## src/rtl/bcd_alu_seq_if.sv

```systemverilog
// Handshake and operand/result bundle between the keypad operand registers,
// the BCD arithmetic unit and the display driver.
interface bcd_alu_seq_if #(
    parameter int DIGITS = 2
);
    logic                  i_start;
    logic [1:0]            i_op;
    logic [4*DIGITS-1:0]   i_a;
    logic [4*DIGITS-1:0]   i_b;
    logic                  o_busy;
    logic                  o_done;
    logic [4*DIGITS-1:0]   o_result_lo;
    logic [4*DIGITS-1:0]   o_result_hi;
    logic                  o_neg;
    logic                  o_err;

    modport master (
        output i_start, i_op, i_a, i_b,
        input  o_busy, o_done, o_result_lo, o_result_hi, o_neg, o_err
    );

    modport slave (
        input  i_start, i_op, i_a, i_b,
        output o_busy, o_done, o_result_lo, o_result_hi, o_neg, o_err
    );
endinterface

```

## src/rtl/bcd_alu_seq.sv

```systemverilog
// Sequential packed-BCD add/sub/mult/div unit: operands go to binary, the
// op runs in binary, and the result returns to BCD by double dabble.
module bcd_alu_seq #(
    parameter int DIGITS = 2
) (
    input  logic          clk,
    input  logic          rst,
    bcd_alu_seq_if.slave  bus
);
    localparam int BW = $clog2(10**DIGITS);
    localparam int PW = 2 * BW;
    localparam int CW = $clog2(PW) + 1;
    localparam int NW = 4 * DIGITS;

    typedef enum logic [2:0] {IDLE, LOAD, EXEC, CONV, DONE} stateT;

    stateT            r_state;
    stateT            w_nextState;
    logic             w_accept;
    logic             w_busy;
    logic             w_done;

    logic [1:0]       r_op;
    logic [NW-1:0]    r_a;
    logic [NW-1:0]    r_b;
    logic [BW-1:0]    r_binA;
    logic [BW-1:0]    r_binB;
    logic             r_err;
    logic             r_negInt;
    logic [CW-1:0]    r_cnt;
    logic [PW-1:0]    r_valX;
    logic [PW-1:0]    r_valY;
    logic [2*NW-1:0]  r_bcdX;
    logic [NW-1:0]    r_bcdY;

    logic [NW-1:0]    r_resLo;
    logic [NW-1:0]    r_resHi;
    logic             r_outNeg;
    logic             r_outErr;

    logic [BW:0]      w_divTrial;
    logic             w_divGe;
    logic [BW:0]      w_divRem;
    logic [2*NW-1:0]  w_bcdXNext;
    logic [NW-1:0]    w_bcdYNext;

    function automatic logic [BW-1:0] bcdToBin(input logic [NW-1:0] v);
        int unsigned acc;
        acc = 0;
        for (int i = DIGITS - 1; i >= 0; i--) begin
            acc = acc * 10 + 32'(v[4*i +: 4]);
        end
        return BW'(acc);
    endfunction

    function automatic logic hasNonBcd(input logic [NW-1:0] v);
        logic bad;
        bad = 1'b0;
        for (int i = 0; i < DIGITS; i++) begin
            if (v[4*i +: 4] > 4'd9) bad = 1'b1;
        end
        return bad;
    endfunction

    // One double-dabble step: add 3 to every digit >= 5, then shift a bit in.
    function automatic logic [2*NW-1:0] ddWide(input logic [2*NW-1:0] v, input logic bitIn);
        logic [2*NW-1:0] t;
        t = v;
        for (int i = 0; i < 2 * DIGITS; i++) begin
            if (t[4*i +: 4] >= 4'd5) t[4*i +: 4] = t[4*i +: 4] + 4'd3;
        end
        return (t << 1) | {{(2*NW-1){1'b0}}, bitIn};
    endfunction

    function automatic logic [NW-1:0] ddNarrow(input logic [NW-1:0] v, input logic bitIn);
        logic [NW-1:0] t;
        t = v;
        for (int i = 0; i < DIGITS; i++) begin
            if (t[4*i +: 4] >= 4'd5) t[4*i +: 4] = t[4*i +: 4] + 4'd3;
        end
        return (t << 1) | {{(NW-1){1'b0}}, bitIn};
    endfunction

    always_ff @(posedge clk or posedge rst) begin
        if (rst) r_state <= IDLE;
        else     r_state <= w_nextState;
    end

    always_comb begin
        w_nextState = r_state;
        w_accept    = 1'b0;
        w_busy      = 1'b0;
        w_done      = 1'b0;
        case (r_state)
            IDLE: begin
                if (bus.i_start) begin
                    w_accept    = 1'b1;
                    w_nextState = LOAD;
                end
            end
            LOAD: begin
                w_busy      = 1'b1;
                w_nextState = EXEC;
            end
            EXEC: begin
                w_busy = 1'b1;
                if (r_op != 2'd3 || r_cnt == CW'(BW - 1)) w_nextState = CONV;
            end
            CONV: begin
                w_busy = 1'b1;
                if (r_cnt == CW'(PW - 1)) w_nextState = DONE;
            end
            DONE: begin
                w_done = 1'b1;
                if (bus.i_start) begin
                    w_accept    = 1'b1;
                    w_nextState = LOAD;
                end else begin
                    w_nextState = IDLE;
                end
            end
            default: w_nextState = IDLE;
        endcase
    end

    // Restoring division keeps the quotient in the low BW bits of r_valX and
    // the partial remainder in r_valY, so CONV can shift both straight out.
    assign w_divTrial = {r_valY[BW-1:0], r_valX[BW-1]};
    assign w_divGe    = (w_divTrial >= {1'b0, r_binB});
    assign w_divRem   = w_divGe ? (w_divTrial - {1'b0, r_binB}) : w_divTrial;
    assign w_bcdXNext = ddWide(r_bcdX, r_valX[PW-1]);
    assign w_bcdYNext = ddNarrow(r_bcdY, r_valY[PW-1]);

    always_ff @(posedge clk or posedge rst) begin
        if (rst) begin
            r_op     <= '0;
            r_a      <= '0;
            r_b      <= '0;
            r_binA   <= '0;
            r_binB   <= '0;
            r_err    <= 1'b0;
            r_negInt <= 1'b0;
            r_cnt    <= '0;
            r_valX   <= '0;
            r_valY   <= '0;
            r_bcdX   <= '0;
            r_bcdY   <= '0;
            r_resLo  <= '0;
            r_resHi  <= '0;
            r_outNeg <= 1'b0;
            r_outErr <= 1'b0;
        end else begin
            if (w_accept) begin
                r_op <= bus.i_op;
                r_a  <= bus.i_a;
                r_b  <= bus.i_b;
            end
            case (r_state)
                LOAD: begin
                    r_binA   <= bcdToBin(r_a);
                    r_binB   <= bcdToBin(r_b);
                    r_err    <= hasNonBcd(r_a) | hasNonBcd(r_b) | (r_op == 2'd3 && r_b == '0);
                    r_negInt <= 1'b0;
                    r_cnt    <= '0;
                    r_valX   <= PW'(bcdToBin(r_a));
                    r_valY   <= '0;
                    r_bcdX   <= '0;
                    r_bcdY   <= '0;
                end
                EXEC: begin
                    r_cnt <= (w_nextState != r_state) ? '0 : r_cnt + CW'(1);
                    case (r_op)
                        2'd0: r_valX <= PW'(r_binA) + PW'(r_binB);
                        2'd1: begin
                            if (r_binA >= r_binB) begin
                                r_valX   <= PW'(r_binA - r_binB);
                                r_negInt <= 1'b0;
                            end else begin
                                r_valX   <= PW'(r_binB - r_binA);
                                r_negInt <= 1'b1;
                            end
                        end
                        2'd2: r_valX <= PW'(r_binA) * PW'(r_binB);
                        default: begin
                            r_valX <= PW'({r_valX[BW-2:0], w_divGe});
                            r_valY <= PW'(w_divRem);
                        end
                    endcase
                end
                CONV: begin
                    r_cnt  <= (w_nextState != r_state) ? '0 : r_cnt + CW'(1);
                    r_valX <= r_valX << 1;
                    r_valY <= r_valY << 1;
                    r_bcdX <= w_bcdXNext;
                    r_bcdY <= w_bcdYNext;
                    if (w_nextState == DONE) begin
                        r_outErr <= r_err;
                        if (r_err) begin
                            r_resLo  <= '0;
                            r_resHi  <= '0;
                            r_outNeg <= 1'b0;
                        end else if (r_op == 2'd3) begin
                            r_resLo  <= w_bcdXNext[NW-1:0];
                            r_resHi  <= w_bcdYNext;
                            r_outNeg <= 1'b0;
                        end else begin
                            r_resLo  <= w_bcdXNext[NW-1:0];
                            r_resHi  <= w_bcdXNext[2*NW-1:NW];
                            r_outNeg <= r_negInt;
                        end
                    end
                end
                default: ;
            endcase
        end
    end

    assign bus.o_busy      = w_busy;
    assign bus.o_done      = w_done;
    assign bus.o_result_lo = r_resLo;
    assign bus.o_result_hi = r_resHi;
    assign bus.o_neg       = r_outNeg;
    assign bus.o_err       = r_outErr;
endmodule

```

## src/flat_wrapper.sv

```systemverilog
// flat-port wrapper written by rule: the top's interface ports become plain ports
module bcd_alu_seq_flat 
#(
    parameter int DIGITS = 2
)
  (clk, rst, bus_i_start, bus_i_op, bus_i_a, bus_i_b, bus_o_busy, bus_o_done, bus_o_result_lo, bus_o_result_hi, bus_o_neg, bus_o_err);
  bcd_alu_seq_if #(.DIGITS(DIGITS)) bus_i ();
  input  logic clk;
  input  logic rst;
  input wire logic [$bits(bus_i.i_start)-1:0] bus_i_start;
  input wire logic [$bits(bus_i.i_op)-1:0] bus_i_op;
  input wire logic [$bits(bus_i.i_a)-1:0] bus_i_a;
  input wire logic [$bits(bus_i.i_b)-1:0] bus_i_b;
  output wire logic [$bits(bus_i.o_busy)-1:0] bus_o_busy;
  output wire logic [$bits(bus_i.o_done)-1:0] bus_o_done;
  output wire logic [$bits(bus_i.o_result_lo)-1:0] bus_o_result_lo;
  output wire logic [$bits(bus_i.o_result_hi)-1:0] bus_o_result_hi;
  output wire logic [$bits(bus_i.o_neg)-1:0] bus_o_neg;
  output wire logic [$bits(bus_i.o_err)-1:0] bus_o_err;
  assign bus_i.i_start = bus_i_start;
  assign bus_i.i_op = bus_i_op;
  assign bus_i.i_a = bus_i_a;
  assign bus_i.i_b = bus_i_b;
  assign bus_o_busy = bus_i.o_busy;
  assign bus_o_done = bus_i.o_done;
  assign bus_o_result_lo = bus_i.o_result_lo;
  assign bus_o_result_hi = bus_i.o_result_hi;
  assign bus_o_neg = bus_i.o_neg;
  assign bus_o_err = bus_i.o_err;
  bcd_alu_seq #(.DIGITS(DIGITS)) u_core (.clk(clk), .rst(rst), .bus(bus_i));
endmodule
```

## config.mk

```make
export PLATFORM = sky130hd
export DESIGN_NAME = bcd_alu_seq_flat
export DESIGN_NICKNAME = d
export VERILOG_FILES = /design/src/rtl/bcd_alu_seq_if.sv /design/src/rtl/bcd_alu_seq.sv /design/src/flat_wrapper.sv
export SDC_FILE = /design/constraint.sdc
export NUM_CORES = 1
export LEC_CHECK = 0
export ABC_AREA = 1
export BUFFER_PORTS_ARGS = -buffer_cell sky130_fd_sc_hd__buf_2
export CORE_UTILIZATION = 50
export CTS_CLUSTER_SIZE = 10
export DETAILED_ROUTE_END_ITERATION = 6
export PLACE_DENSITY = 0.63
export SLEW_MARGIN = 20
export SYNTH_ARGS = -nofsm -noshare
export SYNTH_HDL_FRONTEND = slang
export SYNTH_SLANG_ARGS = --single-unit
```

## constraint.sdc

```tcl
create_clock -name clk -period 4.6 [get_ports clk]
set_input_delay 0.23 -clock clk [delete_from_list [all_inputs] [get_ports clk]]
set_output_delay 0.23 -clock clk [all_outputs]
set_load 0.05 [all_outputs]
```

==> results.yml <==
status:
  status: "finished, final reports clean"
finish:
  drive_above_1_share_pct: 10.4
  fin_nets: 1334
  stdcell_count: 1424
  fillers: 1652
  diodes: 0
  area_growth_pct: 8.33
detailed_routing:
  drt-vias-per-instance: 5.23
  firstDrtPassIters: 5
  first_iter_violations: 534
  vias: 7442
  wire_per_inst_um: 14.9
  antenna_left: 0
  totalWireLength_mm: 21.2
  drc: 0
power_and_ir_drop:
  powerDensity_nw_per_um2: 777
  p_total_uw: 7500
  peakVddDrop_uv: 304
  p_leak_uw: 0.00532
worst_setup_path:
  slowest_stage: "fa_1"
  cp-end-kind: "flip-flop"
  cp_max_fo: 7
  required_ps: 4850
  cp_cell_sequence: "ha_1 > fa_1 > inv_1 > fa_1 > inv_1 > fa_1 > inv_1 > fa_1 > inv_1 > ha_1 > nand2_1 > nor2_2 > nand2_1 > nand3_1 > nand2_1 > nand2_1 > nand2_1 > nand3_1 > nand2_1 > nand2_1 > nand2_1"
  cp_slowest_stage_delay_ps: 540
  cpMostUsedCell: "nand2_1"
  critPathKind: "flip-flop to flip-flop"
  arrival_ps: 4550
  critPathLaunchType: "flip-flop"
cts:
  clock_latency_ps: 370
  ctsLongestPathBuffers: 2
  cts_root_buf: "clkbuf_16"
  cts_sinks: 112
  cts.htree.levels: 3
  tritoncts: "done"
  cts_buffers: 9
  path_clk_slew_ps: 90
  hold_buffers: 0
timing:
  tns_ps: 0
  final_hold_viol_count: 0
  period_needed_ps: 4300
  skew_ps: 13.6
  max_freq_mhz: 232
  final_max_slew_viol_count: 0
  grt_setup_unrepaired: "no"
  worstMarginPinSlew_ps: 954
  finalSetupViolations: 0
  finalCritPeriodShare_pct: 93.5
  relSlewSlack_pct: 36.4
logic_synthesis:
  syn_inst: 1161
  synth-async-reset-ratio_pct: 100
  syn_nets: 1301
  synth_seq_cells: 112
  synth_edf_count: 0
  netlist_area_um2: 8900
  synth_flop_cell: "dfrtp_1"
  seq_area_frac_synth_pct: 31.5
  synth_warnings: 0
  synthDistinctLibCells: 45
  syn_avg_cell_area_um2: 7.67
worst_hold_path:
  hold_path.class: "input port to async pin"
grt:
  track_usage_pct: 25.1
  grt_pass1_vias: 7326
  antenna_found_initial: 0
  grt_max_degree: 76
  grt_pass1_wl_mm: 35.8
  grt.overflow.total: 0
floorplan:
  ioPinCount: 41
  die_x_um: 135
  rows: 48
  die_y_um: 135
  initial_core_util_pct: 51.3
  dieArea_um2: 18300
  core_um2: 17400
placement:
  dp_cells: 1406
  io_buffers: 40
  dpl.hpwl_mm: 16.3
  gp_congestion: 0.916
run:
  maxCapViolations: 0
## flip-flops by register name (all words and copies together), names as in the netlist
signal                  count
u_core.r_bcdY               8
u_core.r_err                1
u_core.r_bcdX              16
u_core.bus.o_err            1
u_core.r_op                 2
u_core.r_state              3
u_core.r_b                  8
u_core.r_cnt                5
u_core.bus.o_neg            1
u_core.bus.o_result_lo      8
u_core.r_binA               7
u_core.r_valY              14
u_core.r_valX              14
u_core.r_negInt             1
u_core.bus.o_result_hi      8
u_core.r_a                  8
u_core.r_binB               7
## cells by family (layout without fill, tap and decap cells)
| kind of cell | count (synthesis) | in the layout | share of synthesized area [%] |
|---|---|---|---|
| simple gates | 442 | 442 | 20.8 |
| buf+inv | 237 | 275 | 10.5 |
| compound gates | 213 | 213 | 13.7 |
| fa+ha+maj | 119 | 119 | 19.4 |
| flops | 112 | 112 | 31.5 |
| xor+xnor | 26 | 26 | 2.56 |
| mux | 12 | 12 | 1.52 |
## layer usage
metal	wire length [um]	vias to the layer above	track usage, %
li1	-	3807	-
met2	9250	194	38.8
met4	674	0	10.3
met5	0	-	0
met3	966	43	4.15
met1	10300	3398	34.8
## worst paths after layout
| kind | endpoint | slack (ps) | from | cells past startpoint |
|---|---|---|---|---|
| setup / recovery | u_core.r_valX[11] | 300 | u_core.r_binB[3] | 21 |
| hold / removal | u_core.bus.o_result_hi[5] | 50 | rst | 2 |
| setup reg to reg | u_core.r_valX[11] | 300 | u_core.r_binB[3] | 21 |
| hold reg to reg | u_core.bus.o_result_hi[5] | 480 | u_core.bus.o_result_hi[5] | 2 |
| max in group asynchronous | u_core.r_binB[3] | 3450 | rst | 3 |
| min in group clk | u_core.r_a[4] | 90 | bus_i_a[4] | 2 |
## critical path: cells and delay by family (launching register included)
family	cells	cell delay [ps]
fa+ha+maj	6	2690
simple gates	11	830
buf+inv	4	210
flops	1	460
## through the flow
stage | utilization (%) | worst slack [ps] | cell area, um^2 | hold slack (ps)
2_1_floorplan | - | 503 | 8900 | 381
3_3_place_gp | 53.6 | 313 | 9310 | 460
3_5_place_dp | 53.6 | 235 | 9310 | 464
4_1_cts | 55.5 | 215 | 9630 | 70.9
5_1_grt | 55.6 | 13.0 | 9640 | 73.9
6_report | 55.6 | 298 | 9640 | 53.8
## cell usage after synthesis, types with 5 or more instances
cell type / n / share of area [%]
a21oi_1: 62 / 3.5
o211ai_1: 5 / 0.42
nor3_1: 6 / 0.34
o21ai_1: 20 / 1.1
a22oi_1: 8 / 0.67
nor2_2: 5 / 0.35
inv_2: 12 / 0.51
nand4_1: 10 / 0.70
dfrtp_1: 112 / 31
o22ai_1: 43 / 3.0
xnor2_1: 5 / 0.49
inv_1: 193 / 8.1
o21ai_0: 54 / 3.0
nor2_1: 74 / 3.1
nand3_1: 50 / 2.8
xor2_1: 21 / 2.1
clkbuf_1: 16 / 0.67
buf_2: 8 / 0.45
mux2_2: 12 / 1.5
or2_2: 9 / 0.63
buf_4: 5 / 0.42
nand2_1: 275 / 12
ha_1: 87 / 12
fa_1: 32 / 7.2
## report_power, final
part           internal, uW  switching (uW)
Combinational          1800            3230
Sequential             1330             298
Clock                   399             438
Total                  3530            3960
## what timing repair did
action / CTS / global route
endpoints found under the setup margin: 0 / 2
gates resized for setup: 0 / 2
buffers inserted: 0 / 2
## cells in the final DEF, fill, tap and decap left out, types with 10 or more instances in the layout
master,synthesis,routed
buf_2,8,40
nand3_1,50,50
nand4_1,10,10
xor2_1,21,21
ha_1,87,87
buf_4,5,13
a21oi_1,62,62
fa_1,32,32
nor2_1,74,73
nand2_1,275,275
inv_1,193,192
inv_2,12,12
mux2_2,12,12
o21ai_1,20,20
dfrtp_1,112,111
o21ai_0,54,54
o22ai_1,43,43
## layout make-up
type	count	area, um^2	area share [%]
well taps	225	282	2.92
clock buffers	9	225	2.34
clock inverters	7	91.3	0.947
multi-input cells	812	5170	53.6
inverters	206	776	8.04
repair buffers	53	298	3.09
flip-flops and latches	112	2800	29.1
Power figures use the tool's default switching activity.
